[src/rtl/alu_arbiter_pkg.sv]
// Shared types and constants for the two-requester ALU arbiter.
// The state encoding, op-field layout and flag bit positions live here so the RTL and the bench agree on them.
package alu_arbiter_pkg;

  localparam int OP_W   = 14;
  localparam int FLAG_W = 8;
  localparam int CMD_W  = 4;
  localparam int F3_W   = 3;
  localparam int F7_W   = 7;

  // Bit positions within alu_flags / rsp_flags
  localparam int FLAG_OVERFLOW  = 7;
  localparam int FLAG_EQUAL     = 6;
  localparam int FLAG_NOT_EQUAL = 5;
  localparam int FLAG_GREATER   = 4;
  localparam int FLAG_LESS      = 3;
  localparam int FLAG_U_EQUAL   = 2;
  localparam int FLAG_U_GREATER = 1;
  localparam int FLAG_U_LESS    = 0;

  typedef enum logic [1:0] {
    IDLE = 2'd0,
    EXEC = 2'd1,
    RESP = 2'd2
  } state_t;

  typedef struct packed {
    logic [CMD_W-1:0] cmd;
    logic [F3_W-1:0]  funct3;
    logic [F7_W-1:0]  funct7;
  } op_t;

  function automatic logic [1:0] onehot2(input logic idx);
    return idx ? 2'b10 : 2'b01;
  endfunction

endpackage

[src/rtl/alu_arbiter_if.sv]
// Bundle of requester, ALU and response signals around the arbiter.
// slave is the arbiter's view; master is the requester/ALU environment's view.
interface alu_arbiter_if
  import alu_arbiter_pkg::*;
#(
  parameter int WORDSIZE = 64
);

  logic [1:0]          req_valid;
  logic [1:0]          req_ready;
  logic [WORDSIZE-1:0] req0_a;
  logic [WORDSIZE-1:0] req0_b;
  logic [WORDSIZE-1:0] req1_a;
  logic [WORDSIZE-1:0] req1_b;
  logic [OP_W-1:0]     req0_op;
  logic [OP_W-1:0]     req1_op;

  logic [WORDSIZE-1:0] alu_a;
  logic [WORDSIZE-1:0] alu_b;
  logic [CMD_W-1:0]    alu_cmd;
  logic [F3_W-1:0]     alu_funct3;
  logic [F7_W-1:0]     alu_funct7;
  logic [WORDSIZE-1:0] alu_result;
  logic [FLAG_W-1:0]   alu_flags;

  logic [1:0]          rsp_valid;
  logic [1:0]          rsp_ready;
  logic [WORDSIZE-1:0] rsp_result;
  logic [FLAG_W-1:0]   rsp_flags;

  modport slave (
    input  req_valid, req0_a, req0_b, req1_a, req1_b, req0_op, req1_op,
    output req_ready,
    output alu_a, alu_b, alu_cmd, alu_funct3, alu_funct7,
    input  alu_result, alu_flags,
    output rsp_valid, rsp_result, rsp_flags,
    input  rsp_ready
  );

  modport master (
    output req_valid, req0_a, req0_b, req1_a, req1_b, req0_op, req1_op,
    input  req_ready,
    input  alu_a, alu_b, alu_cmd, alu_funct3, alu_funct7,
    output alu_result, alu_flags,
    input  rsp_valid, rsp_result, rsp_flags,
    output rsp_ready
  );

endinterface

[src/rtl/alu_arbiter_rr_arbiter2.sv]
// Two-input round-robin grant, purely combinational.
// On contention the requester that did not win last time is granted.
module rr_arbiter2 (
  input  logic [1:0] i_req,
  input  logic       i_last_grant,
  output logic [1:0] o_grant
);

  always_comb begin
    o_grant = i_req;
    if (i_req == 2'b11) begin
      o_grant = i_last_grant ? 2'b01 : 2'b10;
    end
  end

endmodule

[src/rtl/alu_arbiter.sv]
// Shares one combinational ALU between two requesters, one transaction at a time.
// Flow: IDLE (grant/accept) -> EXEC (drive ALU, capture result) -> RESP (hold until consumed).
module alu_arbiter
  import alu_arbiter_pkg::*;
#(
  parameter int WORDSIZE = 64
) (
  input logic         clk,
  input logic         rst,
  alu_arbiter_if.slave bus
);

  state_t              r_state;
  logic                r_last_grant;
  logic                r_grant;
  logic [WORDSIZE-1:0] r_a;
  logic [WORDSIZE-1:0] r_b;
  op_t                 r_op;
  logic [1:0]          r_rsp_valid;
  logic [WORDSIZE-1:0] r_rsp_result;
  logic [FLAG_W-1:0]   r_rsp_flags;

  logic [1:0]          w_grant;
  logic                w_sel;
  logic                w_fire;
  logic                w_rsp_done;
  logic [WORDSIZE-1:0] w_a;
  logic [WORDSIZE-1:0] w_b;
  logic [OP_W-1:0]     w_op;

  rr_arbiter2 u_rr (
    .i_req        (bus.req_valid),
    .i_last_grant (r_last_grant),
    .o_grant      (w_grant)
  );

  // Gated by rst so no request can appear accepted while reset is held
  assign bus.req_ready = (r_state == IDLE && !rst) ? w_grant : 2'b00;

  assign w_sel      = w_grant[1];
  assign w_fire     = |(bus.req_valid & bus.req_ready);
  assign w_rsp_done = (r_state == RESP) && bus.rsp_ready[r_grant];
  assign w_a        = w_sel ? bus.req1_a  : bus.req0_a;
  assign w_b        = w_sel ? bus.req1_b  : bus.req0_b;
  assign w_op       = w_sel ? bus.req1_op : bus.req0_op;

  always_ff @(posedge clk or posedge rst) begin
    if (rst) begin
      r_state      <= IDLE;
      r_last_grant <= 1'b1;
      r_grant      <= 1'b0;
      r_a          <= '0;
      r_b          <= '0;
      r_op         <= '0;
      r_rsp_valid  <= 2'b00;
      r_rsp_result <= '0;
      r_rsp_flags  <= '0;
    end else begin
      case (r_state)
        IDLE: begin
          if (w_fire) begin
            r_grant <= w_sel;
            r_a     <= w_a;
            r_b     <= w_b;
            r_op    <= op_t'(w_op);
            r_state <= EXEC;
          end
        end
        EXEC: begin
          r_rsp_result <= bus.alu_result;
          r_rsp_flags  <= bus.alu_flags;
          r_rsp_valid  <= onehot2(r_grant);
          r_state      <= RESP;
        end
        RESP: begin
          // Pointer moves only here, so a waiting requester always gets the next turn
          if (w_rsp_done) begin
            r_rsp_valid  <= 2'b00;
            r_last_grant <= r_grant;
            r_state      <= IDLE;
          end
        end
        default: begin
          r_state <= IDLE;
        end
      endcase
    end
  end

  assign bus.alu_a      = r_a;
  assign bus.alu_b      = r_b;
  assign bus.alu_cmd    = r_op.cmd;
  assign bus.alu_funct3 = r_op.funct3;
  assign bus.alu_funct7 = r_op.funct7;
  assign bus.rsp_valid  = r_rsp_valid;
  assign bus.rsp_result = r_rsp_result;
  assign bus.rsp_flags  = r_rsp_flags;

endmodule

[src/flat_wrapper.sv]
// flat-port wrapper written by rule: the top's interface ports become plain ports
module alu_arbiter_flat import alu_arbiter_pkg::*;
#(
  parameter int WORDSIZE = 64
)
  (clk, rst, bus_req_valid, bus_req0_a, bus_req0_b, bus_req1_a, bus_req1_b, bus_req0_op, bus_req1_op, bus_req_ready, bus_alu_a, bus_alu_b, bus_alu_cmd, bus_alu_funct3, bus_alu_funct7, bus_alu_result, bus_alu_flags, bus_rsp_valid, bus_rsp_result, bus_rsp_flags, bus_rsp_ready);
  alu_arbiter_if #(.WORDSIZE(WORDSIZE)) bus_i ();
  input logic clk;
  input logic rst;
  input wire logic [$bits(bus_i.req_valid)-1:0] bus_req_valid;
  input wire logic [$bits(bus_i.req0_a)-1:0] bus_req0_a;
  input wire logic [$bits(bus_i.req0_b)-1:0] bus_req0_b;
  input wire logic [$bits(bus_i.req1_a)-1:0] bus_req1_a;
  input wire logic [$bits(bus_i.req1_b)-1:0] bus_req1_b;
  input wire logic [$bits(bus_i.req0_op)-1:0] bus_req0_op;
  input wire logic [$bits(bus_i.req1_op)-1:0] bus_req1_op;
  output wire logic [$bits(bus_i.req_ready)-1:0] bus_req_ready;
  output wire logic [$bits(bus_i.alu_a)-1:0] bus_alu_a;
  output wire logic [$bits(bus_i.alu_b)-1:0] bus_alu_b;
  output wire logic [$bits(bus_i.alu_cmd)-1:0] bus_alu_cmd;
  output wire logic [$bits(bus_i.alu_funct3)-1:0] bus_alu_funct3;
  output wire logic [$bits(bus_i.alu_funct7)-1:0] bus_alu_funct7;
  input wire logic [$bits(bus_i.alu_result)-1:0] bus_alu_result;
  input wire logic [$bits(bus_i.alu_flags)-1:0] bus_alu_flags;
  output wire logic [$bits(bus_i.rsp_valid)-1:0] bus_rsp_valid;
  output wire logic [$bits(bus_i.rsp_result)-1:0] bus_rsp_result;
  output wire logic [$bits(bus_i.rsp_flags)-1:0] bus_rsp_flags;
  input wire logic [$bits(bus_i.rsp_ready)-1:0] bus_rsp_ready;
  assign bus_i.req_valid = bus_req_valid;
  assign bus_i.req0_a = bus_req0_a;
  assign bus_i.req0_b = bus_req0_b;
  assign bus_i.req1_a = bus_req1_a;
  assign bus_i.req1_b = bus_req1_b;
  assign bus_i.req0_op = bus_req0_op;
  assign bus_i.req1_op = bus_req1_op;
  assign bus_req_ready = bus_i.req_ready;
  assign bus_alu_a = bus_i.alu_a;
  assign bus_alu_b = bus_i.alu_b;
  assign bus_alu_cmd = bus_i.alu_cmd;
  assign bus_alu_funct3 = bus_i.alu_funct3;
  assign bus_alu_funct7 = bus_i.alu_funct7;
  assign bus_i.alu_result = bus_alu_result;
  assign bus_i.alu_flags = bus_alu_flags;
  assign bus_rsp_valid = bus_i.rsp_valid;
  assign bus_rsp_result = bus_i.rsp_result;
  assign bus_rsp_flags = bus_i.rsp_flags;
  assign bus_i.rsp_ready = bus_rsp_ready;
  alu_arbiter #(.WORDSIZE(WORDSIZE)) u_core (.clk(clk), .rst(rst), .bus(bus_i));
endmodule
[config.mk]
export PLATFORM = sky130hd
export DESIGN_NAME = alu_arbiter_flat
export DESIGN_NICKNAME = d
export VERILOG_FILES = /design/src/rtl/alu_arbiter_pkg.sv /design/src/rtl/alu_arbiter_if.sv /design/src/rtl/alu_arbiter_rr_arbiter2.sv /design/src/rtl/alu_arbiter.sv /design/src/flat_wrapper.sv
export SDC_FILE = /design/constraint.sdc
export NUM_CORES = 1
export LEC_CHECK = 0
export BUFFER_PORTS_ARGS = -buffer_cell sky130_fd_sc_hd__buf_2
export CAP_MARGIN = 20
export CORE_AREA = 5 5 224 226
export CTS_CLUSTER_DIAMETER = 50
export DETAILED_ROUTE_END_ITERATION = 16
export DIE_AREA = 0 0 229 231
export SYNTH_ARGS = -nofsm -noshare
export SYNTH_HDL_FRONTEND = slang
export SYNTH_SLANG_ARGS = --single-unit
[constraint.sdc]
create_clock -name clk -period 7.19 [get_ports clk]
set_clock_uncertainty 0.05 [all_clocks]
set_input_delay 0.3595 -clock clk [delete_from_list [all_inputs] [get_ports clk]]
set_output_delay 0.3595 -clock clk [all_outputs]
set_load 0.02 [all_outputs]
======== After elaboration in Yosys (flattened, before gate mapping) ========
Cells that the tools add are included.
storage, ports and cells
  bits in registers ....................... 220
  latch bits .............................. 0
  memory bits (writable) .................. 0
  memory bits (read-only) ................. 0
  input port bits ......................... 362
  memories ................................ 0
operators by class
  add/sub/neg operators ................... 0
  multipliers ............................. 0
  divide/modulo/power cells ............... 0
  magnitude comparators ................... 1
  eq/ne operators ......................... 5
  shift-type cells ........................ 0
  muxes and demuxes ....................... 13
  bitwise gates (word level) .............. 1
  reductions and logical operators ........ 10
operators by type and width
  kind                                                    count
  2-to-1 mux 64 bit                                       2
  2-to-1 mux 14 bit                                       1
  2-to-1 mux 2 bit                                        6
  AND reduction 2 bit                                     4
  case mux 2 bit (3 select lines)                         1
  equality test 2 bit (second input constant)             2
  inequality test 2 x 1 -> 1 bit (second input constant)  2
  case mux 2 bit (2 select lines)                         1
  AND 2 bit                                               1
  equality test 2 x 1 -> 1 bit (second input constant)    1
  logical AND 1 bit                                       2
  zero test 2 bit                                         1
  < comparator 1 x 2 -> 1 bit (second input constant)     1
  2-to-1 mux 1 bit                                        2
  nonzero test 2 bit                                      1
  OR reduction 2 bit                                      1
  zero test 1 bit                                         1

======== Depth between registers and ports, before layout ========
  depth after elaboration ................. 7
  depth in mapped cells ................... 6
  gate-level depth less buffers ........... 3

======== Hierarchy ========
A second synthesis with hierarchy kept.
unflattened totals
  cells, all modules ...................... 796
  area total of the unflattened synthesis .. 10263.6 sq um
by module, submodules not included
  module       times used  cells each  area an instance (sq um)
  alu_arbiter  1           793         10244.8
  rr_arbiter2  1           3           18.8

======== Worst setup path before layout ========
Ideal clock, no wire load.
  path kind ............................... register to output
  start ................................... register u_core.r_state[0]
  end ..................................... output bus_req_ready[0]
  arrival ................................. 1.368 ns
  data required time ...................... 6.780 ns
  path slack .............................. 5.413 ns
  stages on the path, launching flop included .. 3
  path through ............................ dfrtp_1 or3_4 nor3_1
between the ends
  word-level cells in the longest chain between the ends .. 3
ends and longest elaborated chain
  element                 RTL line            text
  from (decl)             alu_arbiter.sv:13   state_t r_state;
  from (signal assigned)  alu_arbiter.sv:49   r_state <= IDLE;
  from (signal assigned)  alu_arbiter.sv:66   r_state <= EXEC;
  from (signal assigned)  alu_arbiter.sv:73   r_state <= RESP;
  zero test 2 bit         alu_arbiter.sv:38   assign bus.req_ready = (r_state == IDLE && !rst) ? w_grant : 2'b00;
  logical AND 1 bit       alu_arbiter.sv:38
  2-to-1 mux 2 bit        alu_arbiter.sv:38
  to (decl)               flat_wrapper.sv:17  output wire logic [$bits(bus_i.req_ready)-1:0] bus_req_ready;
Every way passes these cells.

======== Worst setup path in the final report ========
  start ................................... register u_core.r_state[1]
  end ..................................... register u_core.r_a[62] (netlist: u_core.bus.alu_a[62])
between the ends
  word-level cells in the longest chain between the ends .. 6
ends and longest elaborated chain
  element                            RTL line                              text
  zero test 2 bit (*)                alu_arbiter.sv:38, alu_arbiter.sv:59
  logical AND 1 bit                  alu_arbiter.sv:38
  2-to-1 mux 2 bit                   alu_arbiter.sv:38
  AND 2 bit                          alu_arbiter.sv:41                     assign w_fire = |(bus.req_valid & bus.req_ready);
  OR reduction 2 bit                 alu_arbiter.sv:41
  AND reduction 2 bit (no line) (*)  -
  to (signal assigned)               alu_arbiter.sv:63                     r_a <= w_a;
  to (decl)                          alu_arbiter.sv:16                     logic [WORDSIZE-1:0] r_a;
Mark *: on every way between the ends. The rest lies on a longest branch, timed or not.
A chain may end at the register's enable or synchronous reset.

==> results.ini <==
[outcome]
outcome=complete, no violations

[clock_network]
clock_sinks=220
ctsHoldBuffers=72
cts_inserted_buffers=27
cts_resized=0
cts_max_path_buffers=3
cts-root-buf=clkbuf_16
clk-insertion-delay-late_ns=0.53
post_cts_buffers=0
path_clk_slew_ns=0.06
cts_tree=yes
cts_max_level=1

[synth]
synthCells=841
synth_area_leader_cell=dfrtp_1
yosysUniqueCellTypes=28
ys_warn_count=0
synth-edff-count=0
synth-main-ff-cell=dfrtp_1
synth_top_area_frac=0.5828
synth_area_leaders=dfrtp_1 58%, a2bb2oi_1 13%, o32ai_1 13%, nand2_1 8.6%, clkbuf_1 2.4%
synth_commonest_cells=219 x dfrtp_1, 216 x nand2_1, 142 x a2bb2oi_1, 142 x o32ai_1, 59 x clkbuf_1
ys_seq_area_frac=0.5856
syn_nets=1203
syn_area_per_cell_um2=11.18
synth_area_um2=9403
ys_ff_latch=220
synth_most_common_cell=dfrtp_1
async_flop_share=1.000

[floorplan]
rows=81
die_x_um=229
core-area_um2=48140
initial_utilization=0.1953
dieArea_um2=52900
fp.dieH_um=231
ioPinCount=580

[global_routing]
gr-total-overflow=0
grt_pass1_wl_um=54530
grt_max_degree=117
antenna_found_initial=3
first_global_vias=9843
grtUsageTotal=0.1255

[timing]
min_period_ns=2.897
maxSlewViolCount=0
hold_viol=0
setup_tns_ns=0
finalSetupViolCount=0
whs_ns=0.04216
max-slew-margin-rel=0.3304
rsz0062_at_grt=no
max_freq_ghz=0.3452
finalCritPeriodShare=0.4029
worst_slew_pin_slew_ns=1.004

[routing]
drcViolationCount=0
ant_nets=0
vias_per_cell=4.519
wl_per_cell_um=17.35
totalWireLength_um=36120
first_pass_iters=4
drt-initial-drc-count=327
detailroute.via_count=9408

[critical_path]
crit_start=u_core.r_state[1]
cp_max_fo=77
regToRegSetupSlack_ns=4.29
required_ns=7.59
critical_path_arrival_ns=3.29
cp.depth=4
r2r-end=u_core.bus.alu_a[62]
cp_slowest_cell=buf_4
cp-start-kind=flop
critical_path.endpoint=u_core.bus.alu_a[62]
path_delay_family=simple AND/OR/NAND/NOR gates
r2r_cells=4
rr_startpoint=u_core.r_state[1]
path_cells=or3_4 > nor2_8 > buf_4 > a2bb2oi_1
slowest_delay_ns=0.76
crit_type=flop to flop
crit_path_end_kind=flop
critPathBufInv=1

[flow_run]
max-cap-violations=0

[placed_design]
io_buffers=579
dp_hpwl_um=25820
gp_congestion=0.8524
dp.cells=1959

[power]
power_leakage_nw=6.836
ir_drop_uv=214.8
power-per-cell-area_nw_per_um2=434.7

[cells_and_area]
nets=1801
fin_cells=2082
drive_gt1_frac=0.4407
area_growth_pct=53.47
nFillCells=4902

[min_path]
hold_class=input port to flop

area by class of cell:
type,instances,area (µm²),area share
inverters,4,25.02,0.001734
clock buffers,38,757.0,0.05246
flip-flops and latches,220,5507,0.3816
multi-input cells,524,3501,0.2426
clock inverters,11,126.4,0.008757
repair buffers,662,3734,0.2587
diodes,1,2.502,0.0001734
well taps,622,778.2,0.05393
layout by cell type (no fill, tap or decap), types with 2 or more instances in the layout:
cell / netlist / layout
a21oi_1: 4 / 4
a2bb2oi_1: 142 / 142
buf_2: 16 / 579
buf_4: 5 / 9
bufinv_16: 0 / 2
clkbuf_1: 59 / 7
clkbuf_16: 0 / 27
clkbuf_8: 0 / 4
clkinv_2: 0 / 4
dfrtp_1: 219 / 219
dlygate4sd3_1: 0 / 72
inv_1: 3 / 2
inv_6: 0 / 4
inv_8: 0 / 2
nand2_1: 216 / 216
nor2_1: 4 / 4
nor2b_4: 0 / 2
o32ai_1: 142 / 142
stage by stage:
stage          total power [W]  instance area [µm²]  worst slack [ns]  utilization
3_5_place_dp          0.004936                12800             4.256       0.2658
2_1_floorplan         0.003874                 9403            0.7611            -
3_3_place_gp          0.004891                12800             4.331       0.2658
5_1_grt               0.006644                14430             4.048       0.2998
4_1_cts               0.006349                14400             4.232       0.2991
6_report              0.006272                14430             4.293       0.2998
logic make-up after synthesis:
kind of cell	count (synthesis)	share of synthesized area
AOI/OAI and AO/OA	293	0.2711
DFF	220	0.5856
buffers and inverters	97	0.04524
muxes	1	0.001198
and+or+nand+nor	230	0.09687
report_power, final:
part | total (W) | switching, W | internal, W
sequential | 0.00217 | 0.000344 | 0.00182
combinational | 0.00278 | 0.00173 | 0.00105
clock | 0.00133 | 0.000520 | 0.000810
worst reg2reg max path, delay by kind of cell, from the launching register on:
kind,cells,cell delay [ns]
AO/OA/AOI/OAI,1,0.33
buffers and inverters,1,0.76
flip-flops,1,0.49
AND/OR/NAND/NOR,2,1.18
state kept, by name, summed over array words and instances, names as in the netlist:
name                   count
u_core.bus.alu_funct3      3
u_core.bus.alu_funct7      7
u_core.bus.alu_cmd         4
u_core.r_last_grant        1
u_core.bus.alu_b          64
u_core.bus.rsp_flags       8
u_core.bus.rsp_valid       2
u_core.bus.alu_a          64
u_core.r_state             2
u_core.bus.rsp_result     64
u_core.r_grant             1
worst min-delay path by stage:
stage	end	startpoint	depth (start not counted)	slack, ns
final	u_core.bus.rsp_result[18]	bus_alu_result[18]	3	0.04
after global routing	u_core.bus.rsp_result[18]	bus_alu_result[18]	3	0.02
after CTS	u_core.bus.rsp_result[18]	bus_alu_result[18]	3	0.004
after detailed placement	u_core.bus.rsp_result[24]	u_core.bus.rsp_result[24]	2	0.41
after global placement	u_core.bus.rsp_result[50]	u_core.bus.rsp_result[50]	2	0.40
after floorplan	u_core.bus.rsp_flags[0]	bus_alu_flags[0]	2	0.41
per-layer routing:
layer | vias to the layer above | routed length (µm) | global-route usage
met4 | 2 | 1262 | 0.05055
li1 | 4405 | - | -
met1 | 4493 | 13970 | 0.1450
met3 | 70 | 3219 | 0.03997
met5 | - | 13 | 0
met2 | 438 | 17650 | 0.2163
No activity file was read; power rests on OpenSTA's default activity.
